### src/rtl/booth_seq_divider_pkg.sv
// ============================================================================
//  Module      : booth_seq_divider_pkg
//  Description : Shared definitions for the sequential signed divider:
//                FSM state encodings and a counter-width helper.
//  Revision    : 1.0 - initial release
// ============================================================================
`default_nettype none

package booth_seq_divider_pkg;

  // Divider FSM states (2-bit encoding)
  localparam logic [1:0] S_IDLE = 2'd0;
  localparam logic [1:0] S_CALC = 2'd1;
  localparam logic [1:0] S_FIX  = 2'd2;
  localparam logic [1:0] S_DONE = 2'd3;

  // Number of bits needed to hold values 0 .. value-1
  function automatic int clog2(input int value);
    int width;
    width = 0;
    while ((1 << width) < value) width = width + 1;
    return width;
  endfunction

endpackage

`default_nettype wire

### src/rtl/booth_seq_divider_signed_magnitude.sv
// ============================================================================
//  Module      : booth_seq_divider_signed_magnitude
//  Description : Conditional two's-complement negate. With negate tied to the
//                value's sign bit it yields the unsigned magnitude; with
//                negate tied to a result sign it restores the signed value.
//  Revision    : 1.0 - initial release
// ============================================================================
`default_nettype none

module booth_seq_divider_signed_magnitude #(
  parameter int N = 4
) (
  input  logic [N-1:0] value,
  input  logic         negate,
  output logic [N-1:0] result
);

  // -(-2^(N-1)) wraps to 2^(N-1), which reads correctly as an unsigned magnitude
  assign result = negate ? -value : value;

endmodule

`default_nettype wire

### src/rtl/booth_seq_divider.sv
// ============================================================================
//  Module      : booth_seq_divider
//  Description : Sequential signed restoring divider, one quotient bit per
//                clock. Truncates toward zero; remainder follows the dividend
//                sign. Fixed latency of N+1 clocks from acceptance to done.
//  Revision    : 1.0 - initial release
// ============================================================================
`default_nettype none

module booth_seq_divider
  import booth_seq_divider_pkg::*;
#(
  parameter int N = 4
) (
  input  logic         clk,
  input  logic         rst,
  input  logic         start,
  input  logic [N-1:0] dividend,
  input  logic [N-1:0] divisor,
  output logic         busy,
  output logic         done,
  output logic [N-1:0] quotient,
  output logic [N-1:0] remainder,
  output logic         div_by_zero,
  output logic         overflow
);

  localparam int           CW      = clog2(N + 1);
  localparam logic [N-1:0] MIN_VAL = {1'b1, {(N-1){1'b0}}};

  logic [1:0]    state;
  logic [CW-1:0] cnt;
  // The partial remainder always stays below the divisor magnitude (< 2^N),
  // so N bits are stored; the (N+1)-bit value is the shifted trial below.
  logic [N-1:0]  rem;
  logic [N-1:0]  qsh;
  logic [N-1:0]  mag_dv;
  logic          neg_dd;
  logic          neg_dv;
  logic          dz_pend;
  logic          ov_pend;

  logic [N-1:0]  mag_dd_w;
  logic [N-1:0]  mag_dv_w;
  logic [N-1:0]  q_fix;
  logic [N-1:0]  r_fix;
  logic [N:0]    trial;
  logic [N+1:0]  diff;
  logic          step_neg;

  // Operand split into unsigned magnitudes
  booth_seq_divider_signed_magnitude #(.N(N)) u_mag_dd (
    .value  (dividend),
    .negate (dividend[N-1]),
    .result (mag_dd_w)
  );

  booth_seq_divider_signed_magnitude #(.N(N)) u_mag_dv (
    .value  (divisor),
    .negate (divisor[N-1]),
    .result (mag_dv_w)
  );

  // Result sign correction
  booth_seq_divider_signed_magnitude #(.N(N)) u_fix_q (
    .value  (qsh),
    .negate (neg_dd ^ neg_dv),
    .result (q_fix)
  );

  booth_seq_divider_signed_magnitude #(.N(N)) u_fix_r (
    .value  (rem),
    .negate (neg_dd),
    .result (r_fix)
  );

  // Restoring step: shift next dividend bit in, trial-subtract the divisor
  assign trial    = {rem, qsh[N-1]};
  assign diff     = {1'b0, trial} - {2'b00, mag_dv};
  assign step_neg = diff[N+1];

  assign busy = (state == S_CALC) || (state == S_FIX);

  // FSM, iteration datapath and result registers
  always_ff @(posedge clk or posedge rst) begin
    if (rst) begin
      state       <= S_IDLE;
      cnt         <= '0;
      rem         <= '0;
      qsh         <= '0;
      mag_dv      <= '0;
      neg_dd      <= 1'b0;
      neg_dv      <= 1'b0;
      dz_pend     <= 1'b0;
      ov_pend     <= 1'b0;
      done        <= 1'b0;
      quotient    <= '0;
      remainder   <= '0;
      div_by_zero <= 1'b0;
      overflow    <= 1'b0;
    end else begin
      done <= 1'b0;
      case (state)
        S_IDLE, S_DONE: begin
          if (start) begin
            cnt     <= '0;
            rem     <= '0;
            qsh     <= mag_dd_w;
            mag_dv  <= mag_dv_w;
            neg_dd  <= dividend[N-1];
            neg_dv  <= divisor[N-1];
            dz_pend <= (divisor == '0);
            ov_pend <= (dividend == MIN_VAL) && (divisor == '1);
            state   <= S_CALC;
          end else begin
            state <= S_IDLE;
          end
        end
        S_CALC: begin
          rem <= step_neg ? trial[N-1:0] : diff[N-1:0];
          qsh <= {qsh[N-2:0], ~step_neg};
          cnt <= cnt + 1'b1;
          if (cnt == CW'(N - 1)) state <= S_FIX;
        end
        S_FIX: begin
          // With a zero divisor every step succeeds, so the partial remainder
          // already equals |dividend|; only the quotient needs overriding.
          quotient    <= dz_pend ? '1 : q_fix;
          remainder   <= r_fix;
          div_by_zero <= dz_pend;
          overflow    <= ov_pend;
          done        <= 1'b1;
          state       <= S_DONE;
        end
        default: state <= S_IDLE;
      endcase
    end
  end

endmodule

`default_nettype wire

### config.mk
export PLATFORM = sky130hd
export DESIGN_NAME = booth_seq_divider
export DESIGN_NICKNAME = d
export VERILOG_FILES = /design/src/rtl/booth_seq_divider_pkg.sv /design/src/rtl/booth_seq_divider_signed_magnitude.sv /design/src/rtl/booth_seq_divider.sv
export SDC_FILE = /design/constraint.sdc
export NUM_CORES = 1
export LEC_CHECK = 0
export ABC_AREA = 1
export CAP_MARGIN = 5
export CORE_UTILIZATION = 50
export CTS_CLUSTER_DIAMETER = 200
export DETAILED_ROUTE_END_ITERATION = 8
export PLACE_DENSITY = 0.73
export SYNTH_ARGS = -nofsm -noshare
export SYNTH_HDL_FRONTEND = slang
export SYNTH_SLANG_ARGS = --single-unit
### constraint.sdc
create_clock -name clk -period 2.6 [get_ports clk]
set_clock_uncertainty 0.1 [all_clocks]
set_input_delay 0.26 -clock clk [delete_from_list [all_inputs] [get_ports clk]]
set_output_delay 0.26 -clock clk [all_outputs]
set_load 0.005 [all_outputs]
After elaboration in Yosys (flattened, before gate mapping)
Cells that the tools add are included.
{ "word_totals": {"reg_bits": 32, "latchBits": 0, "ramBits": 0, "rom_bits": 0, "in_bits": 11, "out_inout_bits": 12, "elab_cells": 54, "memories": 0} }
{ "op_classes": {"add_sub_neg": 6, "n_mul": 0, "div_mod_pow": 0, "order_cmp": 0, "n_eq_ne": 8, "shifts": 0, "mux": 16, "bitwise_logic": 2, "reduce_logical": 8} }
{ "ops": {"columns": ["operator", "count"], "rows": [
  ["4-bit 2-to-1 mux", 8],
  ["4-bit negation", 4],
  ["4-bit one-hot mux with 2 select lines", 2],
  ["4-bit == test (second input constant)", 2],
  ["2-bit one-hot mux with 3 select lines", 1],
  ["3-bit one-hot mux with 2 select lines", 1],
  ["5-bit by 4-bit subtractor with 6-bit output", 1],
  ["2-bit == test (second input constant)", 2],
  ["4-bit logical NOT", 1],
  ["2-bit AND reduction", 2],
  ["3-bit by 1-bit adder with 3-bit output (second input constant)", 1],
  ["3-bit by 2-bit == test with 1-bit output (second input constant)", 1],
  ["3-bit 2-to-1 mux", 1],
  ["2-bit by 1-bit == test with 1-bit output (second input constant)", 1],
  ["2-bit logical NOT", 1],
  ["1-bit 2-to-1 mux", 2],
  ["2-bit 2-to-1 mux", 1],
  ["2-bit by 1-bit != test with 1-bit output (second input constant)", 1],
  ["2-bit != test (second input constant)", 1],
  ["2-bit nonzero test", 1],
  ["2-bit OR reduction", 1],
  ["1-bit logical AND", 1],
  ["1-bit logical OR", 1],
  ["1-bit NOT", 1],
  ["1-bit XOR", 1]
]} }

Logic depth before layout (Yosys ltp)
{ "logic_depth": {"ltp_word": 4, "mapped_depth": 9, "mapped_depth_nobuf": 9} }

Cells and area by module
From an unflattened synthesis, not the netlist that was laid out.
{ "unflattened": {"hier_cells": 250, "area_unflattened_um2": 1881.8} }
{ "by_module_without_submodules": {"columns": ["module", "instances", "cells_each", "area_each_um2", "seq_area_each_um2"], "rows": [
  ["booth_seq_divider", 1, 182, 1546.5, 800.8],
  ["booth_seq_divider_signed_magnitude", 4, 17, 83.8, 0.0]
]} }

Worst setup path before layout
OpenSTA, ideal clock, no wires.
{ "synth_timing": {"path_type": "reg2reg", "startpoint": "register state[0]", "endpoint": "register qsh[0]", "arrival_time_ns": 1.327, "slack_ns": 1.055, "path_stages_with_launch": 7, "path_buffers": 0, "synth_period_minus_slack_ns": 1.545, "cell_sequence": "dfrtp_1 inv_1 ha_1 o21ai_4 nand2_2 o21bai_1 inv_1"} }
{ "synth_between": {"elab_chain_len": 4, "word_cells_on_any_way": 8} }
{ "synth_lines": {"columns": ["item", "line_no", "text"], "rows": [
  ["from (decl)", "booth_seq_divider.sv:31", "logic [1:0] state;"],
  ["from (signal assigned)", "booth_seq_divider.sv:87", "state <= S_IDLE;"],
  ["from (signal assigned)", "booth_seq_divider.sv:114", "state <= S_CALC;"],
  ["from (signal assigned)", "booth_seq_divider.sv:116", "state <= S_IDLE;"],
  ["2-bit == test / 2-bit logical NOT (equally long branches)", "booth_seq_divider.sv:103", "case (state)"],
  ["2-bit OR reduction", "booth_seq_divider.sv:103", null],
  ["2-bit != test (no source line) / 2-bit nonzero test (equally long branches)", null, null],
  ["2-bit AND reduction (no source line)", null, null],
  ["to (signal assigned)", "booth_seq_divider.sv:108", "qsh <= mag_dd_w;"],
  ["to (signal assigned)", "booth_seq_divider.sv:121", "qsh <= {qsh[N-2:0], ~step_neg};"],
  ["to (decl)", "booth_seq_divider.sv:36", "logic [N-1:0] qsh;"]
]} }
Parallel ways exist; a longest one is shown, timed or not.
A chain may end at the register's enable or synchronous reset.

Worst setup path after layout
{ "layout_timing": {"startpoint": "register state[0]", "endpoint": "output port busy"} }
{ "layout_between": {"elab_chain_len": 2, "word_cells_on_any_way": 3} }
{ "layout_lines": {"columns": ["item", "line_no", "text"], "rows": [
  ["2-bit by 1-bit == test with 1-bit output / 2-bit == test (equally long branches)", "booth_seq_divider.sv:82", "assign busy = (state == S_CALC) || (state == S_FIX);"],
  ["1-bit logical OR (*)", "booth_seq_divider.sv:82", null],
  ["to (decl)", "booth_seq_divider.sv:20", "output logic busy,"]
]} }
Every way passes the cells marked *; elsewhere a longest branch is shown, timed or not.

==> impl_results.md <==
* Top post-synthesis cells by area: dfrtp_1 (46%), nand2_1 (10%), ha_1 (9.3%)
* R2r startpoint: state[0]
* # diodes at 0
* Remaining global-route overflow at 0
* Initial antenna violation count at 0
* Final GP Congestion at 0.875
* Async set-reset flop share out of synthesis at 100%
* Max Slew Vio Count at 0
* NetSw at 1.03 mW
* Die width at roughly 60 um
* Max Freq at 0.475 GHz
* Syn avg cell area at 8.32 um^2
* Gr busiest metal: met2
* M1 GR Usage at a little over a quarter
* Die footprint at 0.00374 mm^2
* Clk sink count at 32
* DP HPWL at about 2500 um
* Drt wl/cell at 11.7 um
* WS Path Type: reg -> out
* Hold crit path type: in -> async
* GRT Total Usage at around a fifth
* Power per Cell Area at about 1100 mW/mm^2
* Pre-CTS setup slack at 0.784 ns
* Count of input and output buffers at 22
* Layout cell share with drive strength beyond 1 at 7.11%
* # hold bufs at CTS at 0
* Post-synth net total at between 200 and 250
* Post-Syn Instances at 210
* Post-synth EDFFs at 0
* Grt met2 use at 33.1%
* Clock Latency Late Sink at between 0.3 and 0.4 ns
* Commonest cells in the netlist: nand2_1 (48), inv_1 (34), dfrtp_1 (32), o21ai_0 (19), nand3_1 (14)
* CP Data Required Time at 2.24 ns
* Crit path max fanout at 5
* TritonCTS Buffers at 5
* Flop pwr share at 33.6%
* TNS Setup at 0 ns
* Clock Power Share at a little over an eighth
* Crit path time final at roughly 2.1 ns
* Placed Area at between 0.002 and 0.0025 mm^2
* Floorplan row count at 21
* Final #Nets at 264
* Post-synth top flop: dfrtp_1
* DRC at 0
* Max Root-Sink Buffers at 2
* Reg2reg end: cnt[1]
* Post-CTS setup buffers at 0
* Fin crit share at 81.1%
* IO Count at 23
* Met3 Use GR at 4.41%
* Syn-to-layout area delta at 19.9%
* Worst reg2reg setup slack at 0.79 ns
* Most frequent cell after synthesis: nand2_1
* Critical Path End Type: primary output
* Synthesized cell area at ~0.0017 mm^2
* Pleak at about 1.0 nW
* Setup violators final at 0
* Pin count of the biggest net entering global routing at 33
* Die height at between 60 and 70 um
* Routed WL at ~3300 um
* Max IR drop VDD at between 0.8 and 0.9 mV
* Initial Utilization at 52.4%
* CTS H-Tree Depth at 2
* Synth cell types at 25
* Vias/cell at about 5
* Final Cell Area at 0.00210 mm^2
* Max Cap Violations at 0
* Comb pwr share at ~53%
* CORE AREA at ~0.0033 mm^2
* Vias in the first global route at around 1,200
* Synthesis-stage register bit count at 32
* YS warnings at 0
* Root Driver: clkbuf_4
* Tightest Pin Transition at approximately 0.41 ns
* Worst Reg-to-Reg Cells at 7
* Setup ws final at slightly below 0.5 ns
* Unrepaired setup endpoints after global routing: false
* Worst Setup Start Kind: flip-flop
* Iteration count of the initial detailed-routing pass at 4
* Antenna viol nets, final at 0
* Status: finished clean
* Hold Vio Cnt, Final at 0
* CTS clock-pin slew for the worst setup and hold paths at 0.10 ns
* Via count at approximately 1,400
* Max transition margin at 72.9%
* Switch share at roughly 43%
* CTS tree: yes
* Post-synth top area share at 45.8%
* Post-synth top area cell: dfrtp_1
* Register area share after synthesis at ~46%
* CP arrival at 1.75 ns
* Global-route wire length before repair at 5510 um
* Drt initial violations at 65
* Number of gates resized after CTS at 0
* Cell Int Power at roughly 1.4 mW
==> how the worst max path moves through the flow <==
stage | start | endpoint | slack, ns | depth (start not counted)
2_1_floorplan | state[0] | qsh[0] | 1.06 | 6
3_3_place_gp | state[0] | cnt[1] | 0.84 | 7
3_5_place_dp | state[0] | cnt[1] | 0.78 | 7
4_1_cts | state[0] | busy | 0.47 | 4
5_1_grt | state[0] | busy | 0.40 | 4
6_report | state[0] | busy | 0.49 | 4
==> per-stage QoR <==
stage,total power [mW],hold slack [ns],cells,utilization (%)
CTS,2.43,0.219,285,62.8
finish,2.40,0.211,285,62.8
global placement,2.07,0.353,278,60.9
floorplan,1.70,0.246,210,-
detailed placement,2.10,0.358,278,60.9
global route,2.66,0.260,285,62.8
==> layer usage <==
| layer | vias up | share of wire, % |
|---|---|---|
| met5 | - | 0 |
| met4 | 0 | 0.75 |
| met3 | 2 | 3.9 |
| met2 | 37 | 46 |
| met1 | 649 | 49 |
| li1 | 740 | - |
==> critical path, stage by stage, from the launching register on <==
cell	delay, ns
dfrtp_1	0.38
inv_1	0.05
ha_1	0.38
inv_1	0.11
clkdlybuf4s50_1	0.50
==> cell families after synthesis <==
| logic type | synth area share (%) |
|---|---|
| buffers and inverters | 8.73 |
| flip-flops | 45.8 |
| XOR/XNOR | 2.00 |
| AO/OA/AOI/OAI | 13.0 |
| AND/OR/NAND/NOR | 20.0 |
| adder cells (fa/ha/maj) | 10.5 |
==> registers in the layout, indices dropped and copies added (netlist names), 2 cells and up <==
signal,cells
remainder,4
rem,4
mag_dv,4
qsh,4
quotient,4
cnt,3
state,2
==> power groups by stage <==
stage | Sequential, mW | Combinational, mW | Clock (mW)
after global routing | 0.828 | 1.47 | 0.357
after floorplan | 0.801 | 0.901 | 0
after global placement | 0.812 | 1.26 | 0
after detailed placement | 0.819 | 1.28 | 0
after CTS | 0.809 | 1.29 | 0.330
final | 0.809 | 1.27 | 0.324
==> area by class of cell <==
| class | instances | area [um^2] |
|---|---|---|
| inverters | 38 | 143 |
| flip-flops and latches | 32 | 801 |
| fillers | 310 | 1240 |
| well taps | 46 | 57.6 |
| multi-input cells | 138 | 795 |
| repair buffers | 24 | 235 |
| clock buffers | 7 | 65.1 |
==> placed cells by master (no fill, tap or decap), drive strengths merged, types with 4 or more instances in the layout <==
cell           count
nand4              5
nor2              12
inv               38
clkdlybuf4s50     22
ha                13
nand2             50
xor2               4
nand3             14
o21ai             20
a21oi              7
clkbuf             7
dfrtp             32
(Power assumes the default switching activity.)
